`src/rtl/batrider_pcm_arbiter_pkg.sv`:
```
`default_nettype none
// +----------------------------------------------------------------------+
// | batrider_pcm_arbiter_pkg                                             |
// | PCM address/data widths and arbiter state encoding for the sound top |
// | Revision: 1.0                                                        |
// +----------------------------------------------------------------------+
package batrider_pcm_arbiter_pkg;

  localparam int PCM_AW = 21;
  localparam int PCM_DW = 8;

  typedef enum logic [1:0] {
    ST_IDLE   = 2'd0,
    ST_SETTLE = 2'd1,
    ST_WAIT   = 2'd2
  } state_e;

endpackage
`default_nettype wire

```
`src/rtl/batrider_pcm_arbiter_slot.sv`:
```
`default_nettype none
// +----------------------------------------------------------------------+
// | batrider_pcm_arbiter_slot                                            |
// | One-entry byte cache (valid/tag/data) with live hit compare          |
// | Revision: 1.0                                                        |
// +----------------------------------------------------------------------+
module batrider_pcm_arbiter_slot
  import batrider_pcm_arbiter_pkg::*;
#(
  parameter int AW = PCM_AW,
  parameter int DW = PCM_DW
) (
  input  logic          clk,
  input  logic          rst_n,
  input  logic [AW-1:0] addr_i,
  input  logic          fill_i,
  input  logic [AW-1:0] fill_tag_i,
  input  logic [DW-1:0] fill_data_i,
  output logic          hit_o,
  output logic [DW-1:0] data_o
);

  logic          valid_q;
  logic [AW-1:0] tag_q;
  logic [DW-1:0] data_q;

  always_ff @(posedge clk or negedge rst_n) begin
    if (!rst_n) begin
      valid_q <= 1'b0;
      tag_q   <= '0;
      data_q  <= '0;
    end else if (fill_i) begin
      valid_q <= 1'b1;
      tag_q   <= fill_tag_i;
      data_q  <= fill_data_i;
    end
  end

  assign hit_o  = valid_q && (tag_q == addr_i);
  assign data_o = data_q;

endmodule
`default_nettype wire

```
`src/rtl/batrider_pcm_arbiter.sv`:
```
`default_nettype none
// +----------------------------------------------------------------------+
// | batrider_pcm_arbiter                                                 |
// | Round-robin sharing of one SDRAM PCM port between two OKI6295 caches |
// | Revision: 1.0                                                        |
// +----------------------------------------------------------------------+
module batrider_pcm_arbiter
  import batrider_pcm_arbiter_pkg::*;
#(
  parameter int AW    = PCM_AW,
  parameter int DW    = PCM_DW,
  parameter int OKDLY = 1
) (
  input  logic          CLK96,
  input  logic          RESET96_N,
  input  logic [AW-1:0] REQ0_ADDR,
  output logic [DW-1:0] REQ0_DATA,
  output logic          REQ0_OK,
  input  logic [AW-1:0] REQ1_ADDR,
  output logic [DW-1:0] REQ1_DATA,
  output logic          REQ1_OK,
  output logic          ROM_CS,
  output logic [AW-1:0] ROM_ADDR,
  input  logic [DW-1:0] ROM_DOUT,
  input  logic          ROM_OK,
  output logic          BUSY
);

  localparam logic [2:0] c_okdly = 3'(OKDLY);

  state_e        state_q, state_d;
  logic          rom_cs_q, rom_cs_d;
  logic [AW-1:0] rom_addr_q, rom_addr_d;
  logic [AW-1:0] tag_pend_q, tag_pend_d;
  logic          last_grant_q, last_grant_d;
  logic [2:0]    cnt_q, cnt_d;

  logic [1:0]    hit;
  logic [1:0]    miss;
  logic [1:0]    fill;
  logic          grant;
  logic [AW-1:0] req_addr  [2];
  logic [DW-1:0] slot_data [2];

  assign req_addr[0] = REQ0_ADDR;
  assign req_addr[1] = REQ1_ADDR;

  for (genvar gi = 0; gi < 2; gi++) begin : g_slot
    batrider_pcm_arbiter_slot #(
      .AW(AW),
      .DW(DW)
    ) u_slot (
      .clk        (CLK96),
      .rst_n      (RESET96_N),
      .addr_i     (req_addr[gi]),
      .fill_i     (fill[gi]),
      .fill_tag_i (tag_pend_q),
      .fill_data_i(ROM_DOUT),
      .hit_o      (hit[gi]),
      .data_o     (slot_data[gi])
    );
  end

  assign miss = ~hit;

  always_comb begin
    state_d      = state_q;
    rom_cs_d     = rom_cs_q;
    rom_addr_d   = rom_addr_q;
    tag_pend_d   = tag_pend_q;
    last_grant_d = last_grant_q;
    cnt_d        = cnt_q;
    fill         = 2'b00;
    grant        = 1'b0;
    case (state_q)
      ST_IDLE: begin
        if (|miss) begin
          // Tie goes to whoever did not win last time.
          grant        = (miss == 2'b11) ? ~last_grant_q : miss[1];
          rom_cs_d     = 1'b1;
          rom_addr_d   = req_addr[grant];
          tag_pend_d   = req_addr[grant];
          last_grant_d = grant;
          cnt_d        = c_okdly;
          state_d      = (OKDLY > 0) ? ST_SETTLE : ST_WAIT;
        end
      end
      ST_SETTLE: begin
        cnt_d = cnt_q - 3'd1;
        if (cnt_q <= 3'd1) begin
          state_d = ST_WAIT;
        end
      end
      ST_WAIT: begin
        if (ROM_OK) begin
          fill[last_grant_q] = 1'b1;
          rom_cs_d           = 1'b0;
          state_d            = ST_IDLE;
        end
      end
      default: begin
        rom_cs_d = 1'b0;
        state_d  = ST_IDLE;
      end
    endcase
  end

  always_ff @(posedge CLK96 or negedge RESET96_N) begin
    if (!RESET96_N) begin
      state_q      <= ST_IDLE;
      rom_cs_q     <= 1'b0;
      rom_addr_q   <= '0;
      tag_pend_q   <= '0;
      last_grant_q <= 1'b1;
      cnt_q        <= '0;
    end else begin
      state_q      <= state_d;
      rom_cs_q     <= rom_cs_d;
      rom_addr_q   <= rom_addr_d;
      tag_pend_q   <= tag_pend_d;
      last_grant_q <= last_grant_d;
      cnt_q        <= cnt_d;
    end
  end

  assign REQ0_OK   = hit[0];
  assign REQ1_OK   = hit[1];
  assign REQ0_DATA = slot_data[0];
  assign REQ1_DATA = slot_data[1];
  assign ROM_CS    = rom_cs_q;
  assign ROM_ADDR  = rom_addr_q;
  assign BUSY      = (state_q != ST_IDLE);

endmodule
`default_nettype wire

```
`config.mk`:
```
export PLATFORM = sky130hd
export DESIGN_NAME = batrider_pcm_arbiter
export DESIGN_NICKNAME = d
export VERILOG_FILES = /design/src/rtl/batrider_pcm_arbiter_pkg.sv /design/src/rtl/batrider_pcm_arbiter_slot.sv /design/src/rtl/batrider_pcm_arbiter.sv
export SDC_FILE = /design/constraint.sdc
export NUM_CORES = 1
export LEC_CHECK = 0
export ABC_AREA = 1
export CAP_MARGIN = 20
export CELL_PAD_IN_SITES_DETAIL_PLACEMENT = 0
export CELL_PAD_IN_SITES_GLOBAL_PLACEMENT = 1
export CORE_MARGIN = 5
export CORE_UTILIZATION = 37
export DETAILED_ROUTE_END_ITERATION = 8
export PLACE_DENSITY_LB_ADDON = 0.1
export SETUP_SLACK_MARGIN = 0.4
export SYNTH_ARGS = -nofsm -noshare
export SYNTH_HDL_FRONTEND = slang
export SYNTH_SLANG_ARGS = --single-unit
export TNS_END_PERCENT = 50
```
`constraint.sdc`:
```
create_clock -name CLK96 -period 1.9 [get_ports CLK96]
set_input_delay 0.285 -clock CLK96 [delete_from_list [all_inputs] [get_ports CLK96]]
set_output_delay 0.285 -clock CLK96 [all_outputs]
set_load 0.02 [all_outputs]
```
==> impl_metrics.ini <==
[power]
total_power_mw = 11.9
power.leakage_nw = 4.23
p_per_area_nw_per_um2 = 1500
vdd_ir_drop_max_v = 0.000884

[cells_and_area]
fin_nets = 957
syn_to_final_growth_pct = 64.9
diodes = 0
layout-drive-gt1-share = 0.316
final_util = 0.625

[timing]
finalHoldViolations = 0
fin_crit_ns = 2.05
fmax_mhz = 488
setup_tns_ns = -1.82
slew_headroom = 0.681
tightest_slew_ns = 0.479
skew_ns = 0.00681
layout_setup_ws_ns = -0.147
rsz0062_at_grt = true
maxSlewViolCount = 0
setup_viol = 25
timing.hold.ws_ns = 0.352
min_period_over_period = 1.08

[critical_path]
required_ns = 1.62
arrival_ns = 1.76
cp-end-kind = output port
critPathSlowestCell = or3b_4
path_cells = nand2_1, nand2_2, nor3b_2, or3b_4, nor2_4, buf_6
path_max_fanout = 3
critPathMaxStageDelay_ns = 0.41
path_class = register to output port
startpoint_type = register

[synthesis]
syn_nets = 746
synthTopCellsByArea = dfrtp_1 45%, nand2_1 21%, inv_1 8.9%
synth.most_common_cell = nand2_1
synth_top_cell_area_share = 0.451
postSynthCellCount = 691
yosysUniqueCellTypes = 31
synthesis.area_um2 = 4820
seq_area_frac_synth = 0.457
synth-async-reset-ratio = 1.00
synth_area_leader_cell = dfrtp_1
ys_warn_count = 0
synth_commonest_cells = 267 x nand2_1, 115 x inv_1, 87 x dfrtp_1, 61 x o21ai_0, 47 x nand3_1
syn_area_per_cell_um2 = 6.98
synth_ff_type = dfrtp_1
synth-seq-cells = 88
synth_edf_count = 0

[routing]
firstDrtPassIters = 5
drtAntennaViolNets = 0
drt-initial-drc-count = 247
routedWlPerCell_um = 15.8
wirelength_um = 17000
wl_met1_um = 7140
via_per_inst = 4.78
wl_met2_um = 8290
wl_met3_um = 969
top_layer = met4
remaining_drc_errors = 0
vias = 5155

[floorplanning]
initial_core_util = 0.379
die_area_um2 = 15400
io-pin-count = 94
dieWidth_um = 124
rows = 41
die_y_um = 124
coreArea_um2 = 12700

[global_routing]
grt_max_degree = 44
grt_remaining_overflow = 0
grt_pass1_wl_um = 26200
antenna_found_initial = 0
grt_pass1_vias = 5203
grt_use_total = 0.227

[status]
status = complete, but fails checks
violations = negative setup slack

[clock_tree]
clock-root-buffer = clkbuf_16
clkSlewWorstSetupHoldPaths_ns = 0.06
clk_latency_ns = 0.34
clkSinkCount = 88
cts_max_level = 3
clockBufferDepth = 2
cts_tree = yes
cts_buffers = 9

[place]
io_buffers = 93
routabilityCongestion = 0.904
dp_hpwl_um = 11400

[flow_run]
maxCapViolations = 0

[min_path]
hold_path_class = input pin to register
==> path summary, 6_finish.rpt <==
path	endpoint	cells past startpoint	startpoint	slack, ns
worst max register to register	tag_pend_q[0]	15	g_slot[0].u_slot.tag_q[9]	-0.11
min in group asynchronous	g_slot[0].u_slot.data_o[4]	2	RESET96_N	0.45
max in group asynchronous	g_slot[0].u_slot.tag_q[12]	3	RESET96_N	0.86
worst max-delay path	REQ0_OK	6	g_slot[0].u_slot.tag_q[14]	-0.15
worst min-delay path	tag_pend_q[14]	5	REQ0_ADDR[14]	0.35
worst min register to register	g_slot[1].u_slot.data_o[1]	2	g_slot[1].u_slot.data_o[1]	0.48
==> worst max-delay path, delay by kind of cell (launching register included) <==
family,cells,cell delay (ns)
flip-flops,1,0.40
buffers and inverters,1,0.12
AND/OR/NAND/NOR,5,0.89
==> stage by stage <==
step	instances	cell area, um^2	worst slack, ns
finish	1079	7960	-0.147
global route	1079	7960	-0.212
detailed placement	1030	6680	-0.654
global placement	1030	6680	-0.646
CTS	1072	7740	-0.125
floorplan	691	4830	0.430
==> where the power goes <==
part / switching (mW) / internal, mW / leakage (nW) / total [mW]
logic: 3.48 / 3.13 / 2.96 / 6.61
clock network: 0.748 / 1.18 / 0.158 / 1.93
registers: 0.667 / 2.73 / 1.10 / 3.39
==> state kept, by name, indices dropped and copies added (netlist names) <==
signal / count
ROM_CS: 1
cnt_q: 3
g_slot.u_slot.data_o: 16
g_slot.u_slot.tag_q: 42
g_slot.u_slot.valid_q: 2
last_grant_q: 1
state_q: 2
tag_pend_q: 21
==> cell usage in the layout (no fill, tap or decap), types with 15 or more instances in the layout <==
master / instances
buf_12: 16
nand4_1: 15
nand2_2: 40
buf_4: 97
dlygate4sd2_1: 53
nor2_1: 28
inv_2: 15
clkdlybuf4s50_1: 32
inv_1: 106
nand3_2: 41
dfrtp_1: 85
nand2_1: 225
o21ai_0: 60
==> layer usage <==
layer / GRT usage / vias up
li1: - / 2545
met1: 0.280 / 2413
met2: 0.387 / 145
met3: 0.0404 / 52
met4: 0.103 / 0
met5: 0 / -
==> timing repair <==
action	in CTS	in global routing
hold endpoints to repair	29	0
setup buffers	18	6
gates resized for setup	175	47
gates cloned	7	1
pin swaps	57	26
hold buffers	1	0
endpoints found under the setup margin	68	31
==> logic make-up after synthesis <==
kind of cell	after synthesis	synth area share
AOI/OAI and AO/OA	65	0.0682
adders and majority gates	2	0.00519
xor gates and xnor gates	1	0.00182
and+or+nand+nor	392	0.345
DFF	88	0.457
buffers and inverters	143	0.123
==> cell type report <==
type / instances / area (um^2)
Clock buffer: 10 / 239
Inverter: 121 / 454
Fill cell: 1174 / 4760
Multi-Input combinational cell: 460 / 2530
Clock inverter: 6 / 82.6
Timing Repair Buffer: 222 / 2230
Tap cell: 172 / 215
Sequential cell: 88 / 2210
(Power assumes the default switching activity.)
